**src/rtl/spi_regfile_pkg.sv**
```systemverilog
// Shared definitions for the SPI register-file target and the PWM block that consumes its registers.
// Holds the FSM encoding, frame geometry, rw-bit values and register index map.
package spi_regfile_pkg;

  typedef enum logic [2:0] {
    ST_IDLE,
    ST_CMD,
    ST_DATA,
    ST_COMMIT,
    ST_ERR
  } state_t;

  localparam logic RW_WRITE = 1'b1;
  localparam logic RW_READ  = 1'b0;

  localparam int REG_OUT_LO     = 0;
  localparam int REG_OUT_HI     = 1;
  localparam int REG_OE         = 2;
  localparam int REG_PWM_PERIOD = 3;
  localparam int REG_PWM_DUTY   = 4;

  function automatic int frame_w(input int addr_w, input int data_w);
    return 1 + addr_w + data_w;
  endfunction

endpackage

```
**src/rtl/spi_sync_edge.sv**
```systemverilog
// Multi-flop synchroniser for one asynchronous pin plus rise/fall detection against a history flop.
// Edge pulses appear SYNC_STAGES+1 clk after the pin changes; no backpressure.
module spi_sync_edge #(
  parameter int   SYNC_STAGES = 2,
  parameter logic RESET_VAL   = 1'b0
) (
  input  logic i_clk,
  input  logic i_rst_n,
  input  logic i_async,
  output logic o_level,
  output logic o_rise,
  output logic o_fall
);

  logic [SYNC_STAGES-1:0] r_sync;
  logic                   r_hist;

  always_ff @(posedge i_clk) begin
    if (!i_rst_n) begin
      r_sync <= {SYNC_STAGES{RESET_VAL}};
      r_hist <= RESET_VAL;
    end else begin
      r_sync <= {r_sync[SYNC_STAGES-2:0], i_async};
      r_hist <= r_sync[SYNC_STAGES-1];
    end
  end

  assign o_level = r_sync[SYNC_STAGES-1];
  assign o_rise  = r_sync[SYNC_STAGES-1] & ~r_hist;
  assign o_fall  = ~r_sync[SYNC_STAGES-1] & r_hist;

endmodule

```
**src/rtl/spi_regfile_peripheral.sv**
```systemverilog
// SPI mode-0 target owning NUM_REGS x DATA_W registers; write frames commit one clk after the
// synchronised CS rise (SYNC_STAGES+2 clk after the pin), read frames return data in the same frame.
module spi_regfile_peripheral
  import spi_regfile_pkg::*;
#(
  parameter int NUM_REGS    = 5,
  parameter int DATA_W      = 8,
  parameter int ADDR_W      = 7,
  parameter int SYNC_STAGES = 2
) (
  input  logic                       i_clk,
  input  logic                       i_rst_n,
  input  logic                       i_spi_sclk,
  input  logic                       i_spi_copi,
  input  logic                       i_spi_cs,
  output logic                       o_spi_cipo,
  output logic                       o_spi_cipo_oe,
  output logic [NUM_REGS*DATA_W-1:0] o_regs_flat,
  output logic                       o_wr_strobe,
  output logic [ADDR_W-1:0]          o_wr_addr,
  output logic                       o_frame_err,
  output logic                       o_addr_err
);

  localparam int FRAME_W = frame_w(ADDR_W, DATA_W);
  localparam int CMD_W   = 1 + ADDR_W;
  localparam int CNT_W   = $clog2(FRAME_W + 1);
  localparam int ARM_W   = $clog2(SYNC_STAGES + 1);

  logic w_sclk_lvl, w_sclk_rise, w_sclk_fall;
  logic w_copi, w_copi_rise, w_copi_fall;
  logic w_cs_lvl, w_cs_rise, w_cs_fall;
  logic w_unused;

  spi_sync_edge #(.SYNC_STAGES(SYNC_STAGES), .RESET_VAL(1'b0)) u_sync_sclk (
    .i_clk(i_clk), .i_rst_n(i_rst_n), .i_async(i_spi_sclk),
    .o_level(w_sclk_lvl), .o_rise(w_sclk_rise), .o_fall(w_sclk_fall)
  );

  spi_sync_edge #(.SYNC_STAGES(SYNC_STAGES), .RESET_VAL(1'b0)) u_sync_copi (
    .i_clk(i_clk), .i_rst_n(i_rst_n), .i_async(i_spi_copi),
    .o_level(w_copi), .o_rise(w_copi_rise), .o_fall(w_copi_fall)
  );

  spi_sync_edge #(.SYNC_STAGES(SYNC_STAGES), .RESET_VAL(1'b1)) u_sync_cs (
    .i_clk(i_clk), .i_rst_n(i_rst_n), .i_async(i_spi_cs),
    .o_level(w_cs_lvl), .o_rise(w_cs_rise), .o_fall(w_cs_fall)
  );

  assign w_unused = &{1'b0, w_sclk_lvl, w_copi_rise, w_copi_fall};

  state_t                     r_state;
  logic [CNT_W-1:0]           r_cnt;
  logic [CMD_W-1:0]           r_cmd;
  logic [DATA_W-1:0]          r_data;
  logic [DATA_W-1:0]          r_rd_shift;
  logic                       r_cipo;
  logic [NUM_REGS*DATA_W-1:0] r_regs;
  logic [ADDR_W-1:0]          r_wr_addr;
  logic                       r_wr_strobe;
  logic                       r_frame_err;
  logic                       r_addr_err;
  logic                       r_fall_pend;
  logic [ARM_W-1:0]           r_arm_cnt;
  logic                       r_armed;

  logic [CMD_W-1:0]  w_cmd_next;
  logic [ADDR_W-1:0] w_cmd_addr;
  logic              w_addr_ok;
  logic [DATA_W-1:0] w_rd_val;

  assign w_cmd_next = {r_cmd[CMD_W-2:0], w_copi};
  assign w_cmd_addr = w_cmd_next[ADDR_W-1:0];
  assign w_addr_ok  = int'(r_cmd[ADDR_W-1:0]) < NUM_REGS;

  always_comb begin
    w_rd_val = '0;
    for (int i = 0; i < NUM_REGS; i++) begin
      if (int'(w_cmd_addr) == i) w_rd_val = r_regs[i*DATA_W +: DATA_W];
    end
  end

  // The CS synchroniser resets high, so a pin already low at reset release shows up as a
  // spurious fall; frames are only accepted once a genuine CS-high level has been seen.
  always_ff @(posedge i_clk) begin
    if (!i_rst_n) begin
      r_state     <= ST_IDLE;
      r_cnt       <= '0;
      r_cmd       <= '0;
      r_data      <= '0;
      r_rd_shift  <= '0;
      r_cipo      <= 1'b0;
      r_regs      <= '0;
      r_wr_addr   <= '0;
      r_wr_strobe <= 1'b0;
      r_frame_err <= 1'b0;
      r_addr_err  <= 1'b0;
      r_fall_pend <= 1'b0;
      r_arm_cnt   <= '0;
      r_armed     <= 1'b0;
    end else begin
      r_wr_strobe <= 1'b0;
      r_frame_err <= 1'b0;
      r_addr_err  <= 1'b0;
      if (r_arm_cnt != ARM_W'(SYNC_STAGES)) r_arm_cnt <= r_arm_cnt + 1'b1;
      else if (w_cs_lvl)                    r_armed   <= 1'b1;
      if (w_cs_lvl) r_cipo <= 1'b0;

      case (r_state)
        ST_IDLE: begin
          r_cipo <= 1'b0;
          if (r_armed && (w_cs_fall || r_fall_pend)) begin
            r_state     <= ST_CMD;
            r_cnt       <= '0;
            r_fall_pend <= 1'b0;
          end
        end
        ST_CMD: begin
          if (w_cs_rise) begin
            r_frame_err <= 1'b1;
            r_state     <= ST_IDLE;
          end else if (w_sclk_rise) begin
            r_cmd <= w_cmd_next;
            r_cnt <= r_cnt + 1'b1;
            if (r_cnt == CNT_W'(CMD_W - 1)) begin
              r_state    <= ST_DATA;
              r_rd_shift <= (w_cmd_next[CMD_W-1] == RW_READ) ? w_rd_val : '0;
            end
          end
        end
        ST_DATA: begin
          if (w_cs_rise) begin
            if (r_cnt == CNT_W'(FRAME_W)) begin
              r_state <= ST_COMMIT;
            end else begin
              r_frame_err <= 1'b1;
              r_state     <= ST_IDLE;
            end
          end else if (w_sclk_rise) begin
            if (r_cnt == CNT_W'(FRAME_W)) begin
              r_state <= ST_ERR;
            end else begin
              r_data <= {r_data[DATA_W-2:0], w_copi};
              r_cnt  <= r_cnt + 1'b1;
            end
          end
          if (w_sclk_fall && r_cmd[CMD_W-1] == RW_READ && !w_cs_lvl) begin
            r_cipo     <= r_rd_shift[DATA_W-1];
            r_rd_shift <= {r_rd_shift[DATA_W-2:0], 1'b0};
          end
        end
        ST_COMMIT: begin
          if (!w_addr_ok) begin
            r_addr_err <= 1'b1;
          end else if (r_cmd[CMD_W-1] == RW_WRITE) begin
            for (int i = 0; i < NUM_REGS; i++) begin
              if (int'(r_cmd[ADDR_W-1:0]) == i) r_regs[i*DATA_W +: DATA_W] <= r_data;
            end
            r_wr_strobe <= 1'b1;
            r_wr_addr   <= r_cmd[ADDR_W-1:0];
          end
          if (w_cs_fall) r_fall_pend <= 1'b1;
          r_state <= ST_IDLE;
        end
        ST_ERR: begin
          if (w_cs_rise) begin
            r_frame_err <= 1'b1;
            r_state     <= ST_IDLE;
          end
        end
        default: r_state <= ST_IDLE;
      endcase
    end
  end

  assign o_spi_cipo    = r_cipo & ~w_cs_lvl;
  assign o_spi_cipo_oe = ~w_cs_lvl;
  assign o_regs_flat   = r_regs;
  assign o_wr_strobe   = r_wr_strobe;
  assign o_wr_addr     = r_wr_addr;
  assign o_frame_err   = r_frame_err;
  assign o_addr_err    = r_addr_err;

endmodule

```
**config.mk**
```make
export PLATFORM = sky130hd
export DESIGN_NAME = spi_regfile_peripheral
export DESIGN_NICKNAME = d
export VERILOG_FILES = /design/src/rtl/spi_regfile_pkg.sv /design/src/rtl/spi_sync_edge.sv /design/src/rtl/spi_regfile_peripheral.sv
export SDC_FILE = /design/constraint.sdc
export NUM_CORES = 1
export LEC_CHECK = 0
export BUFFER_PORTS_ARGS = -buffer_cell sky130_fd_sc_hd__buf_2
export CAP_MARGIN = 5
export CORE_MARGIN = 5
export CORE_UTILIZATION = 55
export DETAILED_ROUTE_END_ITERATION = 16
export MAX_ROUTING_LAYER = met4
export PLACE_DENSITY = 0.77
export REMOVE_ABC_BUFFERS = 1
export SYNTH_ARGS = -nofsm -noshare
export SYNTH_HDL_FRONTEND = slang
export SYNTH_SLANG_ARGS = --single-unit
```
**constraint.sdc**
```tcl
create_clock -name i_clk -period 2.84 [get_ports i_clk]
set_input_delay 0.568 -clock i_clk [delete_from_list [all_inputs] [get_ports i_clk]]
set_output_delay 0.568 -clock i_clk [all_outputs]
set_load 0.02 [all_outputs]
```
==> flow_summary.ini <==
[clock_tree]
numCtsBuffers = 9
post_cts_resized = 0
htree_levels = 3
post-cts-setup-buffer-count = 0
cts_sinks = 95
clk_pin_slew_ps = 90
hold_buffers = 0
clk-insertion-delay-late_ps = 360
root_buffer = clkbuf_8
cts_tree = yes
clockBufferDepth = 2

[cells_and_area]
synthToLayoutAreaGrowth_pct = 12.0
fin_nets = 512
n_antenna_cell = 0
drive_gt1_share_pct = 18.9

[synth]
synth.area.top_cells = dfxtp_1 (45%), mux2i_1 (14%), nor2_1 (7.1%), nand2b_1 (3.2%), a21oi_1 (3.1%)
synth_cell_types = 55
ys_seq_area_share_pct = 44.9
synth-edff-count = 0
synth_area_leader_cell = dfxtp_1
async_reset_ff_share_pct = 0
ys.flop_type = dfxtp_1
yosysWarnings = 0
ys_seq_elements = 95
synth_top_area_share_pct = 44.9
synthCells = 461
avgSynthCellArea_um2 = 9.20
synth_area_um2 = 4240

[drt]
drt_iter0_markers = 176
drt_pass1_iterations = 4
wirelength_um = 9820
topRoutingLayerUsed = met4
drcViolationCount = 0
wire_per_inst_um = 16.1
vias_per_cell = 5.66
drt-met1-wl_um = 4630
vias = 3450
ant_nets = 0
wl_met3_um = 460
wl_met2_um = 4520

[power_and_ir_drop]
pwr-share-seq_pct = 57.3
switching_share_pct = 24.6
p_switching_w = 0.000600
peakVddDrop_v = 0.000309
combPwrFrac_pct = 7.1
p_clk_share_pct = 35.6
power_leakage_nw = 2.04
internal_power_w = 0.00184
pwr_density_cell_nw_per_um2 = 513
power_w = 0.00244

[floorplanning]
die-width_um = 97.8
dieArea_um2 = 9560
start_util_pct = 55.7
die_h_um = 97.8
rows = 32
io_pins = 57
coreArea_um2 = 7610

[place]
hpwl_um = 6690
place.port_buffers = 56
gp_congestion = 0.849

[timing]
finalCritPeriodShare_pct = 79.5
rsz0062_at_grt = false
drv_slew = 0
fmax_mhz = 443
tightest_slew_ps = 932
fin_skew_ps = 7.63
hold_viol = 0
layout_min_cycle_time_ps = 2260
slew_headroom_pct = 37.3
tns_ps = 0
setup_violations = 0

[critical_path]
end_kind = register
critPathLaunchType = register
required_ps = 3090
worstSetupPathType = register to register
critPathArrivalTime_ps = 2510
worst-path-max-fanout = 14

[global_route]
grt_max_degree = 33
grt_pass1_vias = 3394
grt_pass1_wl_um = 16500
grt-ovfl-total = 0
antenna_found_initial = 0
groute.usage.overall_pct = 21.5

[run]
maxCapViolations = 0

[hold_path]
hp-class = primary input to register

[status]
status = complete, no violations
worst max-delay path, cell delays in order (launching register included):
cell and delay [ps]:
dfxtp_1 580, nand4b_1 190, and4bb_1 500, nand3b_1 480
mux2i_1 330, nor2_1 60
power by group through the flow:
| stage | Clock, W | Combinational (W) | Sequential [W] |
|---|---|---|---|
| 2_1_floorplan | 0 | 0.000132 | 0.00142 |
| 3_3_place_gp | 0 | 0.000168 | 0.00142 |
| 3_5_place_dp | 0 | 0.000172 | 0.00143 |
| 4_1_cts | 0.000883 | 0.000173 | 0.00139 |
| 5_1_grt | 0.000946 | 0.000202 | 0.00140 |
| 6_report | 0.000868 | 0.000172 | 0.00140 |
synthesized netlist by cell type, types with 2 or more instances:
cell type and n:
nand2_1 9, and3_1 5, nand4_1 4, a32oi_1 5, buf_1 2, and2_1 5
nor3_1 4, a22oi_1 2, and4bb_2 2, inv_1 7, ha_1 3, nand4b_1 8
or3_1 4, a211oi_1 3, nor2b_1 7, a31oi_1 8, a21oi_1 26, o21ai_0 16
nand3_1 13, nor2_1 80, nor4_1 6, clkbuf_1 16, o21ai_1 2, nor3_4 3
nand3b_1 2, buf_2 10, a31o_2 3, nand2b_1 22, dfxtp_1 95, buf_4 3
mux2i_1 59, and2b_1 2, o2111ai_1 2, a32o_1 2
worst paths after layout:
check,startpoint,to,slack (ps),depth (start not counted)
setup / recovery,r_state[0],o_regs_flat[12],580,5
hold / removal,i_spi_cs,u_sync_cs.r_sync[0],410,2
setup reg to reg,r_state[0],o_regs_flat[12],580,5
hold reg to reg,u_sync_cs.r_sync[0],u_sync_cs.r_sync[1],440,1
cells by family (layout without fill, tap and decap cells):
group                    after synthesis  count (layout)  share of synthesized area, %
XOR/XNOR                               2               2                         0.413
flip-flops                            95              95                          44.9
AO/OA/AOI/OAI                         75              75                          11.0
adder cells (fa/ha/maj)                3               3                         0.886
AND/OR/NAND/NOR                      187             187                          24.7
buffers and inverters                 40              87                          4.28
multiplexers                          59              59                          13.9
per-stage QoR:
step | cells | cell area (um^2) | hold WS, ps | util, % | setup WS [ps]
after floorplan | 429 | 4090 | 386 | - | 570
after global placement | 595 | 4560 | 398 | 60.0 | 697
after detailed placement | 595 | 4560 | 414 | 60.0 | 615
after CTS | 610 | 4750 | 400 | 62.4 | 565
after global routing | 610 | 4750 | 409 | 62.4 | 369
final | 610 | 4750 | 409 | 62.4 | 581
cells in the final DEF, fill, tap and decap left out, types with 2 or more instances in the layout:
| cell type | count |
|---|---|
| a32o_1 | 2 |
| and2_1 | 5 |
| nand2_1 | 9 |
| o2111ai_1 | 2 |
| and2b_1 | 2 |
| clkinvlp_4 | 2 |
| or3_1 | 4 |
| mux2i_1 | 59 |
| nand3_1 | 13 |
| buf_2 | 56 |
| and4bb_2 | 2 |
| a31oi_1 | 8 |
| and3_1 | 5 |
| nor3b_2 | 2 |
| a21oi_1 | 26 |
| a22oi_1 | 2 |
| o21ai_0 | 16 |
| nor3_1 | 4 |
| a32oi_1 | 5 |
| buf_4 | 8 |
| a31o_2 | 3 |
| ha_1 | 3 |
| nand3b_1 | 2 |
| inv_1 | 7 |
| a211oi_1 | 3 |
| nand2b_1 | 22 |
| nor2b_1 | 7 |
| dfxtp_1 | 95 |
| o21ai_1 | 2 |
| nor2_1 | 80 |
| nor3_4 | 3 |
| nand4_1 | 4 |
| nor4_1 | 6 |
| nand4b_1 | 8 |
| clkbuf_8 | 9 |
sequential cells by signal, indices dropped and copies added, names as in the netlist, 3 cells and up:
register	count
o_regs_flat	40
r_cmd	8
r_data	8
r_rd_shift	8
o_wr_addr	7
r_cnt	5
r_state	3
routing by layer:
| metal | vias to the layer above | global-route usage (%) |
|---|---|---|
| met1 | 1632 | 26.8 |
| met5 | - | - |
| met2 | 84 | 33.9 |
| met4 | 0 | 9.27 |
| li1 | 1713 | - |
| met3 | 21 | 4.21 |
final cells by class:
class,instances,area [um^2]
multi-input cells,326,2160
flip-flops and latches,95,1900
well taps,102,128
clock buffers,10,128
fillers,649,2860
clock inverters,5,58.8
inverters,8,30.0
repair buffers,64,340
Note: power is estimated with default switching activity, not from simulation.
